File: src/rtl/nes_pad_pkg.sv
// Shared NES pad definitions: button bit positions, frame width, protocol FSM states.
// Also used by the on-chip NES reader so both ends agree on bit order.
// nes_wire_bits() maps a pressed=1 button vector to the active-low serial order.
package nes_pad_pkg;

  localparam int NES_BITS   = 8;

  localparam int BTN_A      = 0;
  localparam int BTN_B      = 1;
  localparam int BTN_SELECT = 2;
  localparam int BTN_START  = 3;
  localparam int BTN_UP     = 4;
  localparam int BTN_DOWN   = 5;
  localparam int BTN_LEFT   = 6;
  localparam int BTN_RIGHT  = 7;

  typedef enum logic [1:0] {
    IDLE  = 2'd0,
    LOAD  = 2'd1,
    SHIFT = 2'd2,
    DONE  = 2'd3
  } nes_state_e;

  // Wire-level image of the buttons: bit n is shifted out n-th, 0 = pressed.
  function automatic logic [NES_BITS-1:0] nes_wire_bits(input logic [NES_BITS-1:0] btn);
    logic [NES_BITS-1:0] w;
    w             = '1;
    w[BTN_A]      = ~btn[BTN_A];
    w[BTN_B]      = ~btn[BTN_B];
    w[BTN_SELECT] = ~btn[BTN_SELECT];
    w[BTN_START]  = ~btn[BTN_START];
    w[BTN_UP]     = ~btn[BTN_UP];
    w[BTN_DOWN]   = ~btn[BTN_DOWN];
    w[BTN_LEFT]   = ~btn[BTN_LEFT];
    w[BTN_RIGHT]  = ~btn[BTN_RIGHT];
    return w;
  endfunction

endpackage

File: src/rtl/nes_pad_responder_filter.sv
// nes_in_filter: 2-FF synchronizer, FILTER_CYCLES run-length filter, edge detect.
// Ports: clk_i/rst_i (async active-high), pin_i async input; level_o filtered level,
//        rise_o/fall_o one-cycle registered pulses issued when level_o changes.
module nes_in_filter
  #(parameter int FILTER_CYCLES = 4)
  (
    input  logic clk_i,
    input  logic rst_i,
    input  logic pin_i,
    output logic level_o,
    output logic rise_o,
    output logic fall_o
  );

  localparam int CW = (FILTER_CYCLES > 1) ? $clog2(FILTER_CYCLES) : 1;

  logic          sync1_q;
  logic          sync2_q;
  logic [CW-1:0] cnt_q;
  logic          level_q;
  logic          rise_q;
  logic          fall_q;

  always_ff @(posedge clk_i or posedge rst_i) begin
    if (rst_i) begin
      sync1_q <= 1'b0;
      sync2_q <= 1'b0;
      cnt_q   <= '0;
      level_q <= 1'b0;
      rise_q  <= 1'b0;
      fall_q  <= 1'b0;
    end else begin
      sync1_q <= pin_i;
      sync2_q <= sync1_q;
      rise_q  <= 1'b0;
      fall_q  <= 1'b0;
      // cnt_q counts consecutive synchronized samples disagreeing with level_q;
      // the FILTER_CYCLES-th such sample flips the level.
      if (sync2_q != level_q) begin
        if (cnt_q == CW'(FILTER_CYCLES - 1)) begin
          cnt_q   <= '0;
          level_q <= sync2_q;
          rise_q  <= sync2_q;
          fall_q  <= ~sync2_q;
        end else begin
          cnt_q <= cnt_q + CW'(1);
        end
      end else begin
        cnt_q <= '0;
      end
    end
  end

  assign level_o = level_q;
  assign rise_o  = rise_q;
  assign fall_o  = fall_q;

endmodule

File: src/rtl/nes_pad_responder.sv
// nes_pad_responder: emulates the pad-side 4021 shift register of the NES pad protocol.
// Ports: sysclk, reset_high (async); nes_latch/nes_pulse from host; buttons (pressed=1),
//        turbo_ab; nes_data (active-low serial), frame_done pulse, bit_idx (0..8).
// Optional turbo on A/B is compiled in with macro NES_PAD_TURBO_EN.
module nes_pad_responder
  import nes_pad_pkg::*;
  #(
    parameter int FILTER_CYCLES = 4,
    parameter int TURBO_DIV     = 4
  )
  (
    input  logic                sysclk,
    input  logic                reset_high,
    input  logic                nes_latch,
    input  logic                nes_pulse,
    input  logic [NES_BITS-1:0] buttons,
    input  logic [1:0]          turbo_ab,
    output logic                nes_data,
    output logic                frame_done,
    output logic [3:0]          bit_idx
  );

  logic latch_lvl, latch_rise, latch_fall;
  logic pulse_rise, pulse_lvl_unused, pulse_fall_unused;

  nes_in_filter #(.FILTER_CYCLES(FILTER_CYCLES)) u_latch_filt (
    .clk_i   (sysclk),
    .rst_i   (reset_high),
    .pin_i   (nes_latch),
    .level_o (latch_lvl),
    .rise_o  (latch_rise),
    .fall_o  (latch_fall)
  );

  nes_in_filter #(.FILTER_CYCLES(FILTER_CYCLES)) u_pulse_filt (
    .clk_i   (sysclk),
    .rst_i   (reset_high),
    .pin_i   (nes_pulse),
    .level_o (pulse_lvl_unused),
    .rise_o  (pulse_rise),
    .fall_o  (pulse_fall_unused)
  );

  logic [NES_BITS-1:0] buttons_eff;

`ifdef NES_PAD_TURBO_EN
  localparam int TCW = (TURBO_DIV > 1) ? $clog2(TURBO_DIV) : 1;

  logic [TCW-1:0] turbo_cnt_q;
  logic           turbo_phase_q;

  // Phase advances per accepted frame (latch fall), so turbo rate tracks the host poll rate.
  always_ff @(posedge sysclk or posedge reset_high) begin
    if (reset_high) begin
      turbo_cnt_q   <= '0;
      turbo_phase_q <= 1'b0;
    end else if (latch_fall) begin
      if (turbo_cnt_q == TCW'(TURBO_DIV - 1)) begin
        turbo_cnt_q   <= '0;
        turbo_phase_q <= ~turbo_phase_q;
      end else begin
        turbo_cnt_q <= turbo_cnt_q + TCW'(1);
      end
    end
  end

  always_comb begin
    buttons_eff        = buttons;
    buttons_eff[BTN_A] = buttons[BTN_A] & (~turbo_ab[0] | turbo_phase_q);
    buttons_eff[BTN_B] = buttons[BTN_B] & (~turbo_ab[1] | turbo_phase_q);
  end
`else
  localparam int unused_turbo_div = TURBO_DIV;
  logic unused_turbo_ab;
  assign unused_turbo_ab = ^turbo_ab;
  assign buttons_eff     = buttons;
`endif

  nes_state_e          state_q;
  logic [NES_BITS-1:0] sr_q;
  logic                frame_done_q;
  logic [3:0]          bit_idx_q;
  logic [NES_BITS-1:0] load_val;

  assign load_val = nes_wire_bits(buttons_eff);

  // sr_q[0] drives the pin directly; every non-shifting state keeps sr_q all-ones so the
  // line idles released.
  always_ff @(posedge sysclk or posedge reset_high) begin
    if (reset_high) begin
      state_q      <= IDLE;
      sr_q         <= '1;
      frame_done_q <= 1'b0;
      bit_idx_q    <= 4'd0;
    end else begin
      frame_done_q <= 1'b0;
      case (state_q)
        IDLE: begin
          sr_q <= '1;
          if (latch_lvl) state_q <= LOAD;
        end
        LOAD: begin
          // Keep the snapshot taken on the last load cycle when latch drops.
          if (latch_fall) begin
            state_q <= SHIFT;
          end else begin
            sr_q      <= load_val;
            bit_idx_q <= 4'd0;
          end
        end
        SHIFT: begin
          // Latch has priority: a reassert aborts the frame and drops a coincident pulse.
          if (latch_rise) begin
            state_q   <= LOAD;
            sr_q      <= load_val;
            bit_idx_q <= 4'd0;
          end else if (pulse_rise) begin
            sr_q      <= {1'b1, sr_q[NES_BITS-1:1]};
            bit_idx_q <= bit_idx_q + 4'd1;
            if (bit_idx_q == 4'(NES_BITS - 1)) begin
              frame_done_q <= 1'b1;
              state_q      <= DONE;
            end
          end
        end
        DONE: begin
          sr_q <= '1;
          if (latch_rise) state_q <= LOAD;
        end
        default: begin
          state_q <= IDLE;
          sr_q    <= '1;
        end
      endcase
    end
  end

  assign nes_data   = sr_q[0];
  assign frame_done = frame_done_q;
  assign bit_idx    = bit_idx_q;

endmodule

File: config.mk
export PLATFORM = sky130hd
export DESIGN_NAME = nes_pad_responder
export DESIGN_NICKNAME = d
export VERILOG_FILES = /design/src/rtl/nes_pad_pkg.sv /design/src/rtl/nes_pad_responder_filter.sv /design/src/rtl/nes_pad_responder.sv
export SDC_FILE = /design/constraint.sdc
export NUM_CORES = 1
export LEC_CHECK = 0
export ABC_AREA = 1
export BUFFER_PORTS_ARGS = -buffer_cell sky130_fd_sc_hd__clkbuf_2
export CORE_MARGIN = 2
export CORE_UTILIZATION = 40
export DETAILED_ROUTE_END_ITERATION = 8
export GPL_ROUTABILITY_DRIVEN = 0
export SYNTH_ARGS = -nofsm -noshare
export SYNTH_HDL_FRONTEND = slang
export SYNTH_HIERARCHICAL = 1
export SYNTH_SLANG_ARGS = --single-unit
File: constraint.sdc
create_clock -name sysclk -period 2 [get_ports sysclk]
set_input_delay 0.4 -clock sysclk [delete_from_list [all_inputs] [get_ports sysclk]]
set_output_delay 0.4 -clock sysclk [all_outputs]
set_load 0.02 [all_outputs]
Word-level counts from Yosys, hierarchy flattened
Cells that the tools add are included.

$add $sub $neg: 3. Reduce and logical (&&, ||, !) cells: 8. Bitwise gates (word level): 9. Multiplexer cells: 29. Equal/unequal tests: 14.

Operators by type and width (number): $mux 8 (3); $pmux 8 s3 (1); $mux 2 (10); $mux 4 (3); $mux 1 (10); $not 1->1 (9); $eq 2x2->1 const B (4); $pmux 2 s4 (1); $pmux 4 s2 (1); $ne 2x1->1 const B (3); $reduce_and 2->1 (3); $reduce_and 5->1 (1); $add 2x1->2 const B (2); $add 4x1->4 const B (1); $eq 4x3->1 const B (1); $ne 3x1->1 const B (1); $ne 3x2->1 const B (1); $reduce_and 3->1 (1); $eq 2x1->1 const B (1); $logic_not 2->1 (1); $ne 1x1->1 (2); $ne 2x2->1 const B (1); $reduce_bool 2->1 (1); $reduce_or 2->1 (1).

Bits in registers: 28. Output and inout bits: 6. Word-level logic and storage cells: 78. Bits of input ports: 14.

Depth between registers and ports, before layout
Gate-level depths: netlist of run 1.

Word-level depth: 5. Mapped depth: 9. Gate-level depth less buffers: 8.

Modules after synthesis
The synthesis of run 1 kept the hierarchy.

Modules (own cells, without submodules): nes_pad_responder (area an instance 985.9 um2, instances 1, cells an instance 127); nes_in_filter (area an instance 250.2 um2, instances 2, cells an instance 23).

Least setup slack after synthesis of run 1
OpenSTA, ideal clock, no wires.

Path kind: reg2reg. From: register state_q[0]. To: register bit_idx_q[2] (netlist: bit_idx[2]). Path buffers: 0. Path slack: 0.626 ns. Data arrival time: 1.257 ns. Cell stages (with the launch flop): 8. Cell sequence: dfrtp_1 > inv_1 > ha_1 > inv_2 > a21oi_2 > nand2_2 > o21ai_1 > nor2_1.

Cells in the longest elaborated chain, start to end: 3. Elaborated cells between the ends (all ways): 7. Classes of those cells: eq/ne (4); mux (1); reduce/logical (2).

Ends and longest elaborated chain: start, declared (line nes_pad_responder.sv:79) `nes_state_e state_q;`; start signal, assigned (line nes_pad_responder.sv:91) `state_q <= IDLE;`; start signal, assigned (line nes_pad_responder.sv:100) `if (latch_lvl) state_q <= LOAD;`; start signal, assigned (line nes_pad_responder.sv:105) `state_q <= SHIFT;`; $eq 2x2->1 / $eq 2x1->1 (equally long branches) (line nes_pad_responder.sv:97) `case (state_q)`; $ne 3x1->1 (no line) (tied with other cells); $reduce_and 3->1 (no line); end signal, assigned (line nes_pad_responder.sv:119) `bit_idx_q <= bit_idx_q + 4'd1;`; end, declared (line nes_pad_responder.sv:82) `logic [3:0] bit_idx_q;`.

Several ways; a longest one is shown, not always the timed one. A chain may end at the register's enable or synchronous reset.

Final worst setup path of run 1
From: register state_q[0]. To: register state_q[0].

Cells in the longest elaborated chain, start to end: 3. Elaborated cells between the ends (all ways): 11. Classes of those cells: eq/ne (8); mux (1); reduce/logical (2).

Ends and longest elaborated chain (line): $eq 2x2->1 (tied with other cells) (nes_pad_responder.sv:97); $ne 3x1->1 (no line) (tied with other cells); $reduce_and 5->1 (no line).

Several ways; a longest one is shown, not always the timed one.

==> results.ini, run 1 <==
[run_status]
outcome=finished, final reports clean

[final_layout]
final_common_cell=nand2_1
n_fill_cell=356
multi_input_area_um2=606
syn_to_final_growth_pct=11.2
finalNetCount=214
drive_gt1_share_pct=22.5
final_area_um2=1620
final_cell_mix=nand2_1, inv_1, dfrtp_1
regArea_um2=711
antenna_cells=0

[global_routing]
grt_max_degree=16
grt_pass1_wl_mm=4.81
overflow=0
grt_antenna_before_repair=0
grt_pass1_vias=1122
gr-usage-all-layers_pct=14.8

[drt]
post-route-drc-count=0
wire_per_inst_um=10.9
wirelength_mm=2.59
vias=1086
drt_pre_antenna_iters=4
drtAntennaViolNets=0
drt_iter0_drc=61
viasPerCell=4.58

[critical_path]
cp_num_buf_inv=2
cpLargestDelayFamily=flip-flops
path_max_fanout=10
cp_slowest_cell=dfrtp_1
r2r_setup_slack_ns=0.40
worst_setup_path_end_kind=register
worstPathArrival_ns=1.83
start_kind=register
path_class=reg2reg
crit_path_cell_trace=inv_1 -> ha_1 -> nand2_2 -> inv_1 -> nand2_1 -> nand3b_1 -> nand2_1
worstPathRequired_ns=2.23
cp_slowest_stage_delay_ns=0.45

[clocking]
post_cts_buffers=0
clock-sinks=28
cts_buffer_depth=2
insertion_delay_ns=0.32
cts_tree=yes
ctsRootBufferMaster=clkbuf_4
clkTransAtPathRegs_ns=0.14
cts_buffers=3
cts_max_level=1
cts_resized=0

[floorplan]
coreArea_um2=3420
die_area_um2=4140
ios=20
die_h_um=64.4
die_x_um=64.4
start_util_pct=42.7
row_count=21

[power_and_ir_drop]
vdd_drop_max_mv=0.463
powerDensity_nw_per_um2=1280
power.total_mw=2.07
power.leakage_nw=0.826

[sta]
setup_violations=0
tightest_slew_ns=0.596
final.min_clock_period_ns=1.60
slew_headroom_pct=60.3
slew_violations=0
final.setup.tns_ns=0
hold_viol_final=0
fmax_ghz=0.626
skew_ns=0.00140
rsz0062_at_grt=false
post-route-period-util_pct=79.9
layout_setup_ws_ns=0.402

[min_path]
hold_path_class=in2reg

[flow_run]
cap_violations=0

[yosys]
avgSynthCellArea_um2=8.52
synthesis.area_um2=1460
postSynthCellCount=171
synth.net_count=193
ys_warn_count=6

[place]
placed_area_um2=1580
place_hpwl_mm=2.00
io_buffers=17
place_ws_ns=0.408

## flip-flops by register name, indices dropped and copies added (netlist names), 2 cells and up
signal,count
sr_q,8
state_q,2
bit_idx,4
u_pulse_filt/cnt_q,2
u_latch_filt/cnt_q,2
## timing repair
item                                   4_1_cts  5_1_grt
hold buffers                                 1        0
endpoints found under the hold margin       13        0
setup endpoints to repair                    0        0
## power by group
part	total (mW)	internal, mW	switching, mW	leakage [nW]
logic	0.941	0.339	0.602	0.467
clock network	0.232	0.0780	0.154	0.0150
registers	0.903	0.797	0.106	0.344
total	2.07	1.21	0.861	0.826
## layout make-up
cell class / instances / area share, %
inverter: 32 / 7.72
timing repair buffer: 18 / 5.87
sequential: 28 / 43.9
clock buffer: 4 / 1.62
multi-input combinational: 109 / 37.4
tap: 46 / 3.55
## layer usage
layer,up-vias,part of all wire [%],global-route usage (%)
met1,496,45,18.4
met5,-,0,0
met3,4,2.6,1.58
met4,0,1.5,6.38
li1,571,-,-
met2,15,51,26.0
## through the flow
stage               hold slack [ns]  utilization (%)  std cells
detailed placement            0.330             46.4        232
global route                  0.125             47.4        237
global placement              0.326             46.4        232
finish                        0.176             47.4        237
CTS                           0.157             47.4        237
floorplan                     0.191                -        171
## path summary, 6_finish.rpt
path / from / end / depth (start not counted)
max reg2reg: state_q[0]$_DFFE_PP0P_ / state_q[0]$_DFFE_PP0P_ / 7
min: nes_latch / u_latch_filt/sync1_q$_DFF_PP0_ / 1
min in group asynchronous: reset_high / u_pulse_filt/sync1_q$_DFF_PP0_ / 3
min reg2reg: u_latch_filt/sync1_q$_DFF_PP0_ / u_latch_filt/sync2_q$_DFF_PP0_ / 0
max in group asynchronous: reset_high / sr_q[2]$_DFFE_PP1P_ / 3
max: state_q[0]$_DFFE_PP0P_ / state_q[0]$_DFFE_PP0P_ / 7
(Power assumes the default switching activity.)
==> run 2, diff against run 1 <==
--- a/config.mk
+++ b/config.mk
@@ -5,7 +5,7 @@
 export SDC_FILE = /design/constraint.sdc
 export NUM_CORES = 1
 export LEC_CHECK = 0
-export ABC_AREA = 1
+export ABC_AREA = 0
 export BUFFER_PORTS_ARGS = -buffer_cell sky130_fd_sc_hd__clkbuf_2
 export CORE_MARGIN = 2
 export CORE_UTILIZATION = 40
==> constraint.sdc (replaced) <==
create_clock -name sysclk -period 1.6 [get_ports sysclk]
set_input_delay 0.32 -clock sysclk [delete_from_list [all_inputs] [get_ports sysclk]]
set_output_delay 0.32 -clock sysclk [all_outputs]
set_load 0.02 [all_outputs]
==> run 2 against run 1 <==
  * Sequential power rose by 24%
  * Clock power rose by 48%
  * Hold slack got worse by 0.093 ns
  * Core utilization rose by 1.8 points
  * First-iteration DRC count fell by 9.8%
  * Clock skew rose by 0.0022 ns
  * Die area fell by 1.8%
  * Setup slack got worse by 0.36 ns
  * Total power rose by 29%
  * Critical endpoint is now state_q[1]$_DFFE_PP0P_
  * Highest routed layer unchanged
==> results.ini, run 2 <==
[run_status]
outcome=finished, final reports clean

[floorplan]
coreArea_um2=3390  ; -0.77%
row_count=21  ; unchanged
ios=20  ; unchanged
die_h_um=63.8  ; -0.89%
start_util_pct=42.2  ; -0.48 points
die_area_um2=4070  ; -1.8%
die_x_um=63.8  ; -0.89%

[clocking]
cts_buffer_depth=2  ; unchanged
clock-sinks=28  ; unchanged
cts_max_level=1  ; unchanged
clkTransAtPathRegs_ns=0.15  ; about the same
cts_tree=yes
ctsRootBufferMaster=clkbuf_4
insertion_delay_ns=0.33  ; about the same
cts_buffers=3  ; unchanged

[yosys]
avgSynthCellArea_um2=9.86  ; +16%
postSynthCellCount=145  ; -15%
synth.net_count=167  ; -13%
ys_warn_count=6  ; unchanged
synthesis.area_um2=1430  ; -1.9%

[power_and_ir_drop]
power.leakage_nw=0.788  ; -4.6%
p_comb_share_pct=45.3  ; about the same
p_sw_uw=974  ; +13%
internal_power_mw=1.71  ; +41%
powerDensity_nw_per_um2=1600  ; +25%
p_sw_share_pct=36.3  ; -5.2 points
vdd_drop_max_mv=0.592  ; +28%
pwr-share-seq_pct=41.9  ; -1.6 points
clkPwrFrac_pct=12.8  ; +1.6 points

[final_layout]
top_register=sr_q
fin_cells=219  ; -7.6%
final_util_pct=49.3  ; +1.8 points
antenna_cells=0  ; unchanged
finalNetCount=196  ; -8.4%
final_common_cell=nand2_1
final_cell_mix=nand2_1, dfrtp_1, nor2_1
drive_gt1_share_pct=28.9  ; +6.4 points
largest_register_ffs=8  ; unchanged
syn_to_final_growth_pct=16.8
final_area_um2=1670  ; +3.1%

[critical_path]
r2r_end=state_q[1]$_DFFE_PP0P_
start_kind=register
path_max_fanout=4  ; -6
worst_setup_path_end_kind=register
cpLargestDelayFamily=compound AO/OA/AOI/OAI gates
cp_slowest_cell=dfrtp_1
worstPathArrival_ns=1.79  ; -0.04 ns
path_class=reg2reg
ff2ff_path_depth=5  ; -2
cp_num_buf_inv=1  ; -1
worstPathRequired_ns=1.83  ; -0.40 ns
crit_path_cell_trace=buf_4 -> ha_1 -> a222oi_1 -> nand2_1 -> o2bb2ai_1
cp_slowest_stage_delay_ns=0.45  ; about the same
startpoint=state_q[0]$_DFFE_PP0P_
r2r_setup_slack_ns=0.04  ; -0.36 ns
r2r-start=state_q[0]$_DFFE_PP0P_

[global_routing]
grt_antenna_before_repair=0  ; unchanged
grt_max_degree=17  ; +1
gr-usage-all-layers_pct=14.6  ; -0.25 points
grt_pass1_wl_mm=4.63  ; -3.7%
grt_pass1_vias=1034  ; -7.8%
overflow=0  ; unchanged

[place]
placed_area_um2=1600  ; +1.1%
place_hpwl_mm=2.02  ; +1.1%
place_ws_ns=0.0306  ; -0.378 ns
io_buffers=17  ; unchanged
post-place-cells=212  ; -8.6%

[sta]
hold_viol_final=0  ; unchanged
skew_ns=0.00364  ; +0.00224 ns
slew_headroom_pct=58.9  ; -1.4 points
setup_violations=0  ; unchanged
post-route-period-util_pct=97.6  ; +18 points
layout_setup_ws_ns=0.0386  ; -0.363 ns
final.min_clock_period_ns=1.56  ; -0.0370 ns
fmax_ghz=0.640  ; +2.4%
slew_violations=0  ; unchanged
rsz0062_at_grt=true
tightest_slew_ns=0.616  ; +0.0204 ns

[drt]
drt_pre_antenna_iters=5  ; +1
drtAntennaViolNets=0  ; unchanged
wirelength_mm=2.73  ; +5.5%
vias=1112  ; +2.4%
post-route-drc-count=0  ; unchanged
viasPerCell=5.08  ; +11%
wire_per_inst_um=12.5  ; +14%
drt_iter0_drc=55  ; -9.8%

[min_path]
min_path_cells=1  ; unchanged
worstHoldStart=nes_latch
hold_path_class=in2reg
whs_endpoint=u_latch_filt/sync1_q$_DFF_PP0_

[flow_run]
cap_violations=0  ; unchanged

-- run 2: per-layer routing --
metal  GRT usage (%)  share of wire [%]  routed length (µm)
met5               0                  0                   0
met2            25.1                 52                1410
met4            6.52                1.1                  30
met3            1.76                2.2                  61
met1            18.2                 45                1230
-- run 2: through the flow --
stage	power (mW)	hold WS [ns]	setup TNS, ns
finish	2.68	0.0830	0
global route	2.92	0.0496	-0.0422
CTS	2.66	0.0650	0
detailed placement	2.30	0.251	0
global placement	2.23	0.246	0
floorplan	2.00	0.111	0
-- run 2: how the worst max path moves through the flow --
stage / slack [ns] / to / cells past startpoint
floorplan: 0.07 / state_q[1]$_DFFE_PP0P_ / 6
global placement: 0.11 / bit_idx[1]$_DFFE_PP0P_ / 5
detailed placement: 0.03 / bit_idx[0]$_DFFE_PP0P_ / 6
CTS: 0.01 / sr_q[1]$_DFFE_PP1P_ / 6
global route: -0.02 / bit_idx[1]$_DFFE_PP0P_ / 5
finish: 0.04 / state_q[1]$_DFFE_PP0P_ / 5
-- run 2: area by class of cell --
| type | instances | area, µm² |
|---|---|---|
| clock buffers | 4 | 36.3 |
| flip-flops and latches | 28 | 711 |
| fillers | 323 | 1720 |
| well taps | 46 | 57.6 |
| repair buffers | 28 | 170 |
| multi-input cells | 103 | 653 |
| inverters | 10 | 42.5 |
-- run 2: timing repair --
| action | 4_1_cts | 5_1_grt |
|---|---|---|
| setup endpoints to repair | 0 | 13 |
| buffers inserted | 0 | 2 |
| hold buffers | 1 | 0 |
| endpoints found under the hold margin | 13 | 0 |
| gates resized for setup | 0 | 7 |
-- run 2: power groups by stage --
stage / clock (mW) / sequential, mW / combinational, mW
after floorplan: 0 / 1.12 / 0.882
after global placement: 0 / 1.12 / 1.11
after detailed placement: 0 / 1.14 / 1.17
after CTS: 0.364 / 1.12 / 1.18
after global routing: 0.401 / 1.15 / 1.36
final: 0.343 / 1.12 / 1.21
-- run 2: worst reg2reg max path: stages (launching register included) --
cell	delay, ns
dfrtp_1	0.45
buf_4	0.15
ha_1	0.19
a222oi_1	0.38
nand2_1	0.14
o2bb2ai_1	0.16
==> run 3, diff against run 2 <==
--- a/config.mk
+++ b/config.mk
@@ -7,11 +7,11 @@
 export LEC_CHECK = 0
 export ABC_AREA = 0
 export BUFFER_PORTS_ARGS = -buffer_cell sky130_fd_sc_hd__clkbuf_2
+export CAP_MARGIN = 20
 export CORE_MARGIN = 2
 export CORE_UTILIZATION = 40
 export DETAILED_ROUTE_END_ITERATION = 8
 export GPL_ROUTABILITY_DRIVEN = 0
 export SYNTH_ARGS = -nofsm -noshare
 export SYNTH_HDL_FRONTEND = slang
-export SYNTH_HIERARCHICAL = 1
 export SYNTH_SLANG_ARGS = --single-unit
==> run 3 against run 2 <==
  * Via count down 14%
  * Register-to-register slack worse by 0.10 ns
  * Sequential power up 5%
  * Largest cell class unchanged
  * The flow now finishes with violations (setup timing)
  * Highest routed layer unchanged
  * Clock-buffer cell count down 1
  * Synthesized cell count down 22%
==> results.ini, run 3 <==
[run_status]
outcome=finished with violations
violations=setup timing

[final_layout]
syn_to_final_growth_pct=26.1
n_fill_cell=314  ; -2.8%
final_cell_mix=dfrtp_1, clkbuf_2, buf_4
regArea_um2=713  ; +0.35%
top_register=sr_q
antenna_cells=0  ; unchanged
finalNetCount=168  ; -14%
drive_gt1_share_pct=40.3  ; +11 points
largest_register_ffs=8  ; unchanged
final_common_cell=dfrtp_1
fin_cells=188  ; -14%
multi_input_area_um2=647  ; -0.96%

[yosys]
yosysMostFrequentCell=dfrtp_1
synthFlopType=dfrtp_1
synth_compound_area_share_pct=19.5
yosysUniqueCellTypes=33
ys_warn_count=0  ; -6
synth.area.mux_share_pct=3.19
synth_fa_ha_area_share_pct=8.45
synth-async-reset-ratio_pct=100
synthTopCellsByArea=dfrtp_1, dfstp_2, ha_1
synth_top_family_by_area=compound AO/OA/AOI/OAI gates
synth.net_count=136  ; -19%
synth_xor_area_share_pct=1.31
yosys-top-cells-count=dfrtp_1, ha_1, dfstp_2
yosysTopAreaCellShare_pct=37.6
synth-simple-area-share_pct=11.3
avgSynthCellArea_um2=11.8  ; +20%
yosysSeqAreaShare_pct=53.3
synthesis.area_um2=1330  ; -6.8%
postSynthCellCount=113  ; -22%
synth_enable_flop_cells=0
ys_ff_latch=28
yosys.area.top_type=dfrtp_1

[global_routing]
gr-usage-all-layers_pct=13.2  ; -1.3 points
grt_antenna_before_repair=0  ; unchanged
grt_pass1_wl_mm=3.76  ; -19%
grt_pass1_vias=860  ; -17%
overflow=0  ; unchanged
grt_max_degree=29  ; +12

[sta]
tightest_slew_ns=0.340  ; -0.276 ns
setup_violations=3  ; +3
hold_viol_final=0  ; unchanged
slew_headroom_pct=77.3  ; +18 points
final.min_clock_period_ns=1.66  ; +0.100 ns
post-route-period-util_pct=104  ; +6.3 points
skew_ns=0.0102  ; +0.00660 ns
rsz0062_at_grt=true
fmax_ghz=0.602  ; -6.0%
layout_setup_ws_ns=-0.0617  ; -0.100 ns
slew_violations=0  ; unchanged

[power_and_ir_drop]
p_sw_share_pct=34.0  ; -2.3 points
p_comb_share_pct=49.0  ; +3.7 points
p_sw_mw=1.09  ; +12%
clkPwrFrac_pct=14.1  ; +1.3 points
power.total_mw=3.19  ; +19%
vdd_drop_max_mv=0.833  ; +41%
power.leakage_nw=0.775  ; -1.7%
powerDensity_nw_per_um2=1900  ; +18%
internal_power_mw=2.11  ; +23%
pwr-share-seq_pct=36.9  ; -5.0 points

[critical_path]
cp_num_buf_inv=1  ; unchanged
path_class=reg2reg
ff2ff_path_depth=6  ; +1
r2r-start=state_q[1]$_DFFE_PP0P_
crit_path_cell_trace=inv_2 -> ha_4 -> nor2_1 -> a211o_4 -> or4_4 -> nand3_2
worstPathRequired_ns=1.88  ; +0.05 ns
start_kind=register
worstPathArrival_ns=1.94  ; +0.15 ns
critPathCapture=bit_idx[3]$_DFFE_PP0P_
cpLargestDelayFamily=simple AND/OR/NAND/NOR gates
worst_setup_path_end_kind=register
path_max_fanout=5  ; +1
cp_slowest_stage_delay_ns=0.48  ; +0.03 ns
startpoint=state_q[1]$_DFFE_PP0P_
r2r_setup_slack_ns=-0.06  ; -0.10 ns
path_depth=6  ; +1
cp_slowest_cell=dfrtp_2
r2r_end=bit_idx[3]$_DFFE_PP0P_

[place]
io_buffers=17  ; unchanged
place_hpwl_mm=1.67  ; -17%
post-place-cells=182  ; -14%

[drt]
drt_pre_antenna_iters=4  ; -1
drtAntennaViolNets=0  ; unchanged
viasPerCell=5.10  ; +0.46%
wire_per_inst_um=11.9  ; -4.4%
drt_iter0_drc=36  ; -35%
post-route-drc-count=0  ; unchanged
vias=959  ; -14%
wirelength_mm=2.24  ; -18%

[floorplan]
coreArea_um2=3100  ; -8.5%
die_h_um=61.7  ; -3.3%
row_count=20  ; -4.8%
die_x_um=61.7  ; -3.3%
die_area_um2=3810  ; -6.4%
start_util_pct=42.9  ; +0.75 points
ios=20  ; unchanged

[clocking]
clock-sinks=28  ; unchanged
clkTransAtPathRegs_ns=0.15  ; about the same
cts_buffer_depth=2  ; unchanged
insertion_delay_ns=0.32  ; about the same
cts_buffers=3  ; unchanged
cts_tree=yes
cts_max_level=1  ; unchanged
ctsRootBufferMaster=clkbuf_4

[flow_run]
cap_violations=0  ; unchanged

[min_path]
hold_path_class=in2async

## run 3: logic make-up (layout without fill, tap and decap cells)
kind of cell | Yosys count | in the layout
adders and majority gates | 9 | 9
and+or+nand+nor | 26 | 26
muxes | 4 | 4
AOI/OAI and AO/OA | 34 | 34
xor gates and xnor gates | 2 | 2
DFF | 28 | 28
buffers and inverters | 10 | 41
## run 3: area by class of cell
type / instances / share of cell area [%]
clock inverters: 1 / 1.79
multi-input cells: 75 / 38.5
repair buffers: 30 / 11.1
flip-flops and latches: 28 / 42.4
well taps: 44 / 3.28
clock buffers: 3 / 1.34
inverters: 7 / 1.56
## run 3: power groups by stage
stage | Clock, mW | Sequential, mW | Combinational (mW)
6_report | 0.451 | 1.18 | 1.56
5_1_grt | 0.492 | 1.21 | 1.74
4_1_cts | 0.472 | 1.17 | 1.53
3_5_place_dp | 0 | 1.18 | 1.48
3_3_place_gp | 0 | 1.17 | 1.45
2_1_floorplan | 0 | 1.19 | 1.03
## run 3: per-layer routing
| layer | part of all wire (%) | global-route usage, % |
|---|---|---|
| met5 | 0 | 0 |
| met4 | 0.85 | 5.47 |
| met3 | 2.6 | 1.86 |
| met2 | 48 | 19.8 |
| met1 | 49 | 19.3 |
## run 3: repair_timing
action                     in CTS  in global routing
buffers inserted                2                  0
resized for setup               6                  9
setup endpoints to repair      12                 14
pin swaps                       0                  4
hold buffers                    0                  0
## run 3: metrics by stage
stage / instance area [µm²] / util, % / hold WS (ns) / worst slack [ns] / TNS, ns
2_1_floorplan: 1370 / - / 0.331 / -0.0400 / -0.0400
5_1_grt: 1680 / 54.2 / 0.0283 / -0.123 / -1.02
3_5_place_dp: 1580 / 50.8 / 0.345 / -0.0749 / -0.200
6_report: 1680 / 54.2 / 0.00177 / -0.0617 / -0.109
4_1_cts: 1650 / 53.2 / 0.00251 / -0.0575 / -0.262
3_3_place_gp: 1580 / 50.8 / 0.336 / -0.0277 / -0.0648
## run 3: worst min path at each step
| stage | cells past startpoint | slack (ns) | from | end |
|---|---|---|---|---|
| floorplan | 0 | 0.33 | u_latch_filt.sync1_q$_DFF_PP0_ | u_latch_filt.sync2_q$_DFF_PP0_ |
| global placement | 0 | 0.34 | u_pulse_filt.sync1_q$_DFF_PP0_ | u_pulse_filt.sync2_q$_DFF_PP0_ |
| detailed placement | 0 | 0.35 | u_latch_filt.sync1_q$_DFF_PP0_ | u_latch_filt.sync2_q$_DFF_PP0_ |
| CTS | 3 | 0.003 | reset_high | u_pulse_filt.sync2_q$_DFF_PP0_ |
| global route | 3 | 0.03 | reset_high | u_pulse_filt.sync2_q$_DFF_PP0_ |
| finish | 3 | 0.002 | reset_high | u_pulse_filt.sync1_q$_DFF_PP0_ |
## run 3: tightest hold or removal path, cell delays in order
cell	delay [ns]
clkbuf_2	0.08
inv_1	0.04
buf_4	0.31
